===== config.mk =====
export PLATFORM = sky130hd
export DESIGN_NAME = reg_wb_arbiter
export DESIGN_NICKNAME = d
export VERILOG_FILES = /design/src/rtl/reg_wb_arbiter.sv
export SDC_FILE = /design/constraint.sdc
export NUM_CORES = 1
export LEC_CHECK = 0
export ABC_CLOCK_PERIOD_IN_PS = 3450
export CAP_MARGIN = 25
export CORE_MARGIN = 3
export CORE_UTILIZATION = 54
export DETAILED_ROUTE_END_ITERATION = 8
export PLACE_DENSITY = 0.79
export SLEW_MARGIN = 20
export SYNTH_ARGS = -nofsm -noshare
export SYNTH_HDL_FRONTEND = slang
export SYNTH_SLANG_ARGS = --single-unit

===== constraint.sdc =====
create_clock -name clk -period 3.45 [get_ports clk]
set_input_delay 0.8625 -clock clk [delete_from_list [all_inputs] [get_ports clk]]
set_output_delay 0.8625 -clock clk [all_outputs]
set_load 0.01 [all_outputs]

===== src/rtl/reg_wb_arbiter.sv =====
`default_nettype none
// ============================================================================
// reg_wb_arbiter : merges ALU and long-latency result streams onto the single
//                  register-file write port, with stale-write kill and a
//                  pending-destination mask for decode stalls.
// Revision: 1.0
// ============================================================================
module reg_wb_arbiter #(
  parameter int DEPTH        = 4,
  parameter int STARVE_LIMIT = 8
) (
  input  logic        clk,
  input  logic        rst,
  input  logic        alu_valid,
  input  logic [4:0]  alu_addr,
  input  logic [31:0] alu_data,
  input  logic        lsu_valid,
  output logic        lsu_ready,
  input  logic [4:0]  lsu_addr,
  input  logic [31:0] lsu_data,
  output logic        alu_stall,
  output logic [31:0] pending_mask,
  output logic        REG_write_1,
  output logic [4:0]  REG_address_wr,
  output logic [31:0] REG_data_wb_in1
);

  localparam int AW = $clog2(DEPTH);
  localparam int CW = $clog2(STARVE_LIMIT + 1);

  logic [4:0]       addr_q [DEPTH];
  logic [31:0]      data_q [DEPTH];
  logic [4:0]       addr_n [DEPTH];
  logic [DEPTH-1:0] live_q, live_d;
  logic [AW-1:0]    rp_q, wp_q;
  logic [AW:0]      cnt_q;
  logic [CW-1:0]    starve_q;
  logic [31:0]      pend_q, pend_d;
  logic             we_q;
  logic [4:0]       wa_q;
  logic [31:0]      wd_q;

  logic alu_fire, head_vld, head_live, issue_head, pop, enq;

  assign alu_fire   = alu_valid && (alu_addr != 5'd0);
  assign head_vld   = (cnt_q != '0);
  assign head_live  = head_vld && live_q[rp_q];
  assign issue_head = head_live && !alu_fire;
  // A dead head is always discarded; a live head only leaves when it wins.
  assign pop        = head_vld && (!head_live || !alu_fire);
  assign lsu_ready  = (cnt_q < (AW+1)'(DEPTH));
  assign enq        = lsu_valid && lsu_ready && (lsu_addr != 5'd0);

  always_comb begin
    live_d = live_q;
    addr_n = addr_q;
    if (alu_fire) begin
      for (int i = 0; i < DEPTH; i++) begin
        if (addr_q[i] == alu_addr) live_d[i] = 1'b0;
      end
    end
    if (pop) live_d[rp_q] = 1'b0;
    if (enq) begin
      live_d[wp_q] = !(alu_fire && (alu_addr == lsu_addr));
      addr_n[wp_q] = lsu_addr;
    end
    pend_d = '0;
    for (int i = 0; i < DEPTH; i++) begin
      if (live_d[i]) pend_d = pend_d | (32'd1 << addr_n[i]);
    end
  end

  always_ff @(posedge clk) begin
    if (enq) begin
      addr_q[wp_q] <= lsu_addr;
      data_q[wp_q] <= lsu_data;
    end
  end

  always_ff @(posedge clk or posedge rst) begin
    if (rst) begin
      live_q   <= '0;
      rp_q     <= '0;
      wp_q     <= '0;
      cnt_q    <= '0;
      starve_q <= '0;
      pend_q   <= '0;
      we_q     <= 1'b0;
      wa_q     <= 5'd0;
      wd_q     <= 32'd0;
    end else begin
      live_q <= live_d;
      pend_q <= pend_d;
      if (enq) wp_q <= wp_q + AW'(1);
      if (pop) rp_q <= rp_q + AW'(1);
      cnt_q <= cnt_q + (AW+1)'(enq) - (AW+1)'(pop);
      if (head_live && alu_fire) begin
        if (starve_q < CW'(STARVE_LIMIT)) starve_q <= starve_q + CW'(1);
      end else begin
        starve_q <= '0;
      end
      if (alu_fire) begin
        we_q <= 1'b1;
        wa_q <= alu_addr;
        wd_q <= alu_data;
      end else if (issue_head) begin
        we_q <= 1'b1;
        wa_q <= addr_q[rp_q];
        wd_q <= data_q[rp_q];
      end else begin
        we_q <= 1'b0;
      end
    end
  end

  assign alu_stall       = (starve_q >= CW'(STARVE_LIMIT));
  assign pending_mask    = pend_q;
  assign REG_write_1     = we_q;
  assign REG_address_wr  = wa_q;
  assign REG_data_wb_in1 = wd_q;

endmodule
`default_nettype wire


* Word-level counts from Yosys, hierarchy flattened
Memory sizes are Yosys's and may differ from the RTL's.
Index checks and enable logic that the tools add are counted.
** Cells by class
- Shift operators :: 4
- Equality and inequality tests :: 6
- $mul :: 0
- Reductions and logical operators :: 19
- Magnitude comparators :: 10
- Add/sub/neg operators :: 5
- Bitwise operators :: 7
- Multiplexer cells :: 35
- Div/mod/pow operators :: 0
** Operators by type and width (number)
- $mux W32 :: 6
- $shl A1 B5 Y32 const A :: 4
- $or A32 B32 Y32 :: 3
- $eq A5 B5 Y1 :: 5
- $mux W5 :: 5
- $bwmux W20 :: 1
- $mux W20 :: 1
- $mux W4 :: 5
- $logic_and A1 B1 Y1 :: 11
- $mux W1 :: 11
- $bmux W5 S2 :: 1
- $demux W5 S2 :: 1
- $reduce_bool A5 Y1 :: 2
- $ge A3 B3 Y1 const B :: 2
- $lt A2 B3 Y1 const B :: 2
- $not A2 Y3 :: 2
- $add A2 B1 Y2 const B :: 2
- $add A4 B1 Y4 const B :: 1
- $and A4 B4 Y4 :: 1
- $bwmux W4 :: 1
- $demux W1 S2 :: 2
- $ge A2 B1 Y1 const B :: 2
- $ge A4 B4 Y1 const B :: 1
- $lt A4 B4 Y1 const B :: 1
- other kinds (11) :: 13
** Word-level totals
- Register bits after elaboration :: 105
- Word-level logic and storage cells :: 100
- Input port bits :: 78
- Bits in latches :: 0
- RAM bits :: 128
- Output and inout bits :: 72
- Memories :: 1
- Memory bits (read-only) :: 0
** Memory list
- data_q :: depth 4, width 32, read ports 1, clocked after Yosys merged registers in 0, wr ports 1, line 32 : logic [31:0] data_q [DEPTH];

* Longest topological paths before layout
- Word-level depth :: 16
- Mapped depth :: 12
- Depth with buffers taken out :: 10

* Worst setup path before layout
Ideal clock, no wire load.
- Kind :: input to register
- Start point :: in alu_addr[1]
- End point :: reg cnt_q[2]
- Stages on the path :: 11
- Setup time :: 0.125 ns
- Data arrival time :: 3.103 ns
- Path slack :: 0.223 ns
- Buffers on the path :: 1
- Path through :: buf_2 -> or4_4 -> o211a_1 -> nor2_1 -> ha_1 -> inv_1 -> ha_1 -> inv_1 -> fa_1 -> xnor2_1 -> xnor2_1
** Between the ends
- Word-level cells in the longest chain between the ends :: 6
** Ends and longest elaborated chain
- from (decl) :: line 15 : input logic [4:0] alu_addr,
- $reduce_bool A5 Y1 :: line 45 : assign alu_fire = alu_valid && (alu_addr != 5'd0);
- $logic_and A1 B1 Y1 :: line 45
- $logic_not A1 Y1 :: line 50 : assign pop = head_vld && (!head_live || !alu_fire);
- $logic_or A1 B1 Y1 :: line 50
- $logic_and A1 B1 Y1 :: line 50
- $sub A3 B1 Y3 :: line 96 : cnt_q <= cnt_q + (AW+1)'(enq) - (AW+1)'(pop);
- to (signal assigned) :: line 96
- to (decl) :: line 36 : logic [AW:0] cnt_q;
No other way between the ends.
A chain may end at the register's enable or synchronous reset.

* Worst setup path in the final report
- Start point :: in alu_addr[3]
- End point :: reg pend_q[15], in the netlist pending_mask[15]
** RTL lines
- branches (longest 7 deep; another with $eq A5 B5 Y1)
- $mux W4 (*) :: line 63 : if (enq) begin
- via live_d[1] :: line 34 : logic [DEPTH-1:0] live_q, live_d;
- $mux W32 (*) :: line 69 : if (live_d[i]) pend_d = pend_d | (32'd1 << addr_n[i]);
- $or A32 B32 Y32 :: line 69
- $mux W32 (*) :: line 69
- $or A32 B32 Y32 :: line 69
- $mux W32 (*) :: line 69
- via pend_d[15] :: line 38 : logic [31:0] pend_q, pend_d;
- to (signal assigned) :: line 93 : pend_q <= pend_d;
- to (decl) :: line 38
Mark *: on every way through the listed nets, which the timed path passes.

==> impl_metrics.toml <==
[outcome]
outcome = "finished, final reports clean"

[power_and_ir_drop]
p_clk_share_pct = 25.8
netSwitchingPower_uw = 3970
p_seq_share_pct = 35.7
static-leakage-power_uw = 0.00552
power_frac_comb_pct = 38.5
p_sw_share_pct = 34.3
p_int_uw = 7600
power_density_mw_per_mm2 = 837
peakVddDrop_v = 0.000519

[critical_path]
r2r_slack_ps = 810
start_kind = "primary input"
cp_data_arrival_time_ps = 3700
endpoint_kind = "register"
path_class = "primary input to register"
cp_max_fo = 7
required_ps = 3860

[place]
globalplace.congestion = 0.955
place_hpwl_um = 19400
numPortBuffers = 149
place_area_mm2 = 0.0129

[final_layout]
final_area_mm2 = 0.0138
areaGrowthSynthToFinish_pct = 30.1
mostFrequentLayoutCells = "clkdlybuf4s50_1, edfxtp_1, nor2_1"
final_common_cell = "clkdlybuf4s50_1"
nets = 1126
fillers = 1257
drive_gt1_share_pct = 17.0

[clock_network]
cts.sinks = 233
cts-root-buf = "clkbuf_16"
clk_latency_ps = 530
cts-resized-gates = 0
cts_made_buffers = 25
clock_path_buffers = 3
h-tree-depth = 1
post_cts_buffers = 0
clkSlewWorstSetupHoldPaths_ps = 60
cts_tree = "yes"
hold_buffers = 0

[sta]
fin_crit_ps = 3280
setup_viol = 0
setup_tns_ps = 0
worst_slew_pin_slew_ps = 850
finalClockSkew_ps = 10.6
period_share_pct = 95.2
finalHoldViolCount = 0
rsz0062_at_grt = "no"
max_freq_mhz = 304
drv_slew = 0
relSlewSlack_pct = 42.8

[logic_synthesis]
synthArstFlopShare_pct = 36.5
synth_cell_types = 61
synth_cells = 837
yosysWarnings = 0
synth_ff_type = "edfxtp_1"
synth_edf_count = 128
ys_seq_elements = 233
syn_area_mm2 = 0.0106
syn_area_per_cell_um2 = 12.7
syn_nets = 928
synth_area_leaders = "edfxtp_1, dfrtp_1, mux4_2"
synth_top_area_cell = "edfxtp_1"
synth_top_area_share_pct = 36.1
yosysSeqAreaShare_pct = 59.9

[drt]
drc_errors = 0
vias = 7865
wl_per_cell_um = 21.6
drt_wl_total_um = 28400
drt-initial-drc-count = 962
dr.pass1.iters = 6
via_per_inst = 5.98
antenna_left = 0

[die]
initial_core_util_pct = 55.9
core_mm2 = 0.0190
die_x_um = 146
dieArea_mm2 = 0.0214
io_pins = 150
die_height_um = 146
fp-row-count = 50

[grt]
gr-total-overflow = 0
grt_use_total_pct = 26.3
grt_pass1_vias = 8016
grt_first_pass_wirelength_um = 44600
antenna_found_initial = 2
grt_max_degree = 50

[hold_path]
worstHoldPathType = "register to register"

[flow_run]
max_cap_viol_count = 0
==> power groups by stage <==
stage	clock [uW]	combinational (uW)	sequential (uW)
after CTS	3020	4440	4110
after global routing	3150	4770	4180
final	2990	4460	4130
after floorplan	0	2670	4030
after detailed placement	0	4380	4150
after global placement	0	4320	4120
==> area by class of cell <==
class / count / area [um2] / area share (%)
Sequential cell: 233 / 6370 / 46.1
Multi-Input combinational cell: 517 / 3910 / 28.2
Timing Repair Buffer: 222 / 2150 / 15.6
Clock buffer: 30 / 684 / 4.95
Tap cell: 260 / 325 / 2.35
Clock inverter: 16 / 254 / 1.84
Inverter: 36 / 136 / 0.986
Antenna cell: 1 / 2.50 / 0.0181
==> cell families after synthesis <==
kind of cell,share of synthesized area [%]
xor gates and xnor gates,2.55
DFF,59.9
AOI/OAI and AO/OA,11.2
adders and majority gates,1.60
muxes,12.2
and+or+nand+nor,9.10
buffers and inverters,3.44
==> stage by stage <==
| step | power (uW) | utilization (%) | std cells | setup slack [ps] | hold slack [ps] |
|---|---|---|---|---|---|
| final | 11600 | 72.8 | 1315 | 165 | 534 |
| after global routing | 12100 | 72.8 | 1315 | 47.0 | 545 |
| after CTS | 11600 | 72.7 | 1314 | 288 | 536 |
| after detailed placement | 8530 | 67.8 | 1268 | -237 | 518 |
| after global placement | 8440 | 67.8 | 1268 | -260 | 512 |
| after floorplan | 6700 | - | 837 | 223 | 495 |
==> per-layer routing <==
| metal | up-vias | wire length (um) | global-route usage [%] |
|---|---|---|---|
| met5 | - | 20 | 0 |
| met3 | 59 | 2740 | 6.11 |
| li1 | 3496 | - | - |
| met4 | 2 | 692 | 7.29 |
| met2 | 451 | 13900 | 42.9 |
| met1 | 3857 | 11100 | 35.9 |
==> synth_stat cells, drive strengths merged, types with 4 or more instances <==
cell type / n
nor2b: 4
dfrtp: 85
a21oi: 39
buf: 24
nand3: 13
nor2: 101
inv: 36
nand2b: 4
o21ai: 24
nand2: 73
o22a: 6
xnor2: 28
a32oi: 6
ha: 12
mux2: 4
o22ai: 4
o211ai: 6
a22oi: 52
clkbuf: 27
nor3: 10
edfxtp: 128
o311ai: 4
mux4: 38
mux2i: 40
a31oi: 13
dfxtp: 20
==> worst paths after layout <==
check | startpoint | end | cells after the start
worst max-delay path | alu_addr[3] | pending_mask[15] | 10
worst min-delay path | cnt_q[0] | cnt_q[0] | 1
worst max register to register | rp_q[1] | cnt_q[2] | 10
worst min register to register | cnt_q[0] | cnt_q[0] | 1
max in group asynchronous | rst | pending_mask[21] | 3
min in group asynchronous | rst | REG_data_wb_in1[19] | 2
==> worst max-delay path, cell delays in order <==
cell             delay (ps)
clkdlybuf4s50_1         680
or4_4                   220
o21ai_4                 100
nor4_1                  770
o22a_2                  310
inv_1                    60
and2_1                  230
buf_4                   190
a22oi_1                 190
nand2_1                  70
==> sequential cells by signal (all words and copies together), names as in the netlist <==
register         count
starve_q             4
wp_q                 2
REG_data_wb_in1     32
live_q               4
cnt_q                3
rp_q                 2
REG_address_wr       5
pending_mask        32
REG_write_1          1
addr_q              20
data_q             128
(Power assumes the default switching activity.)
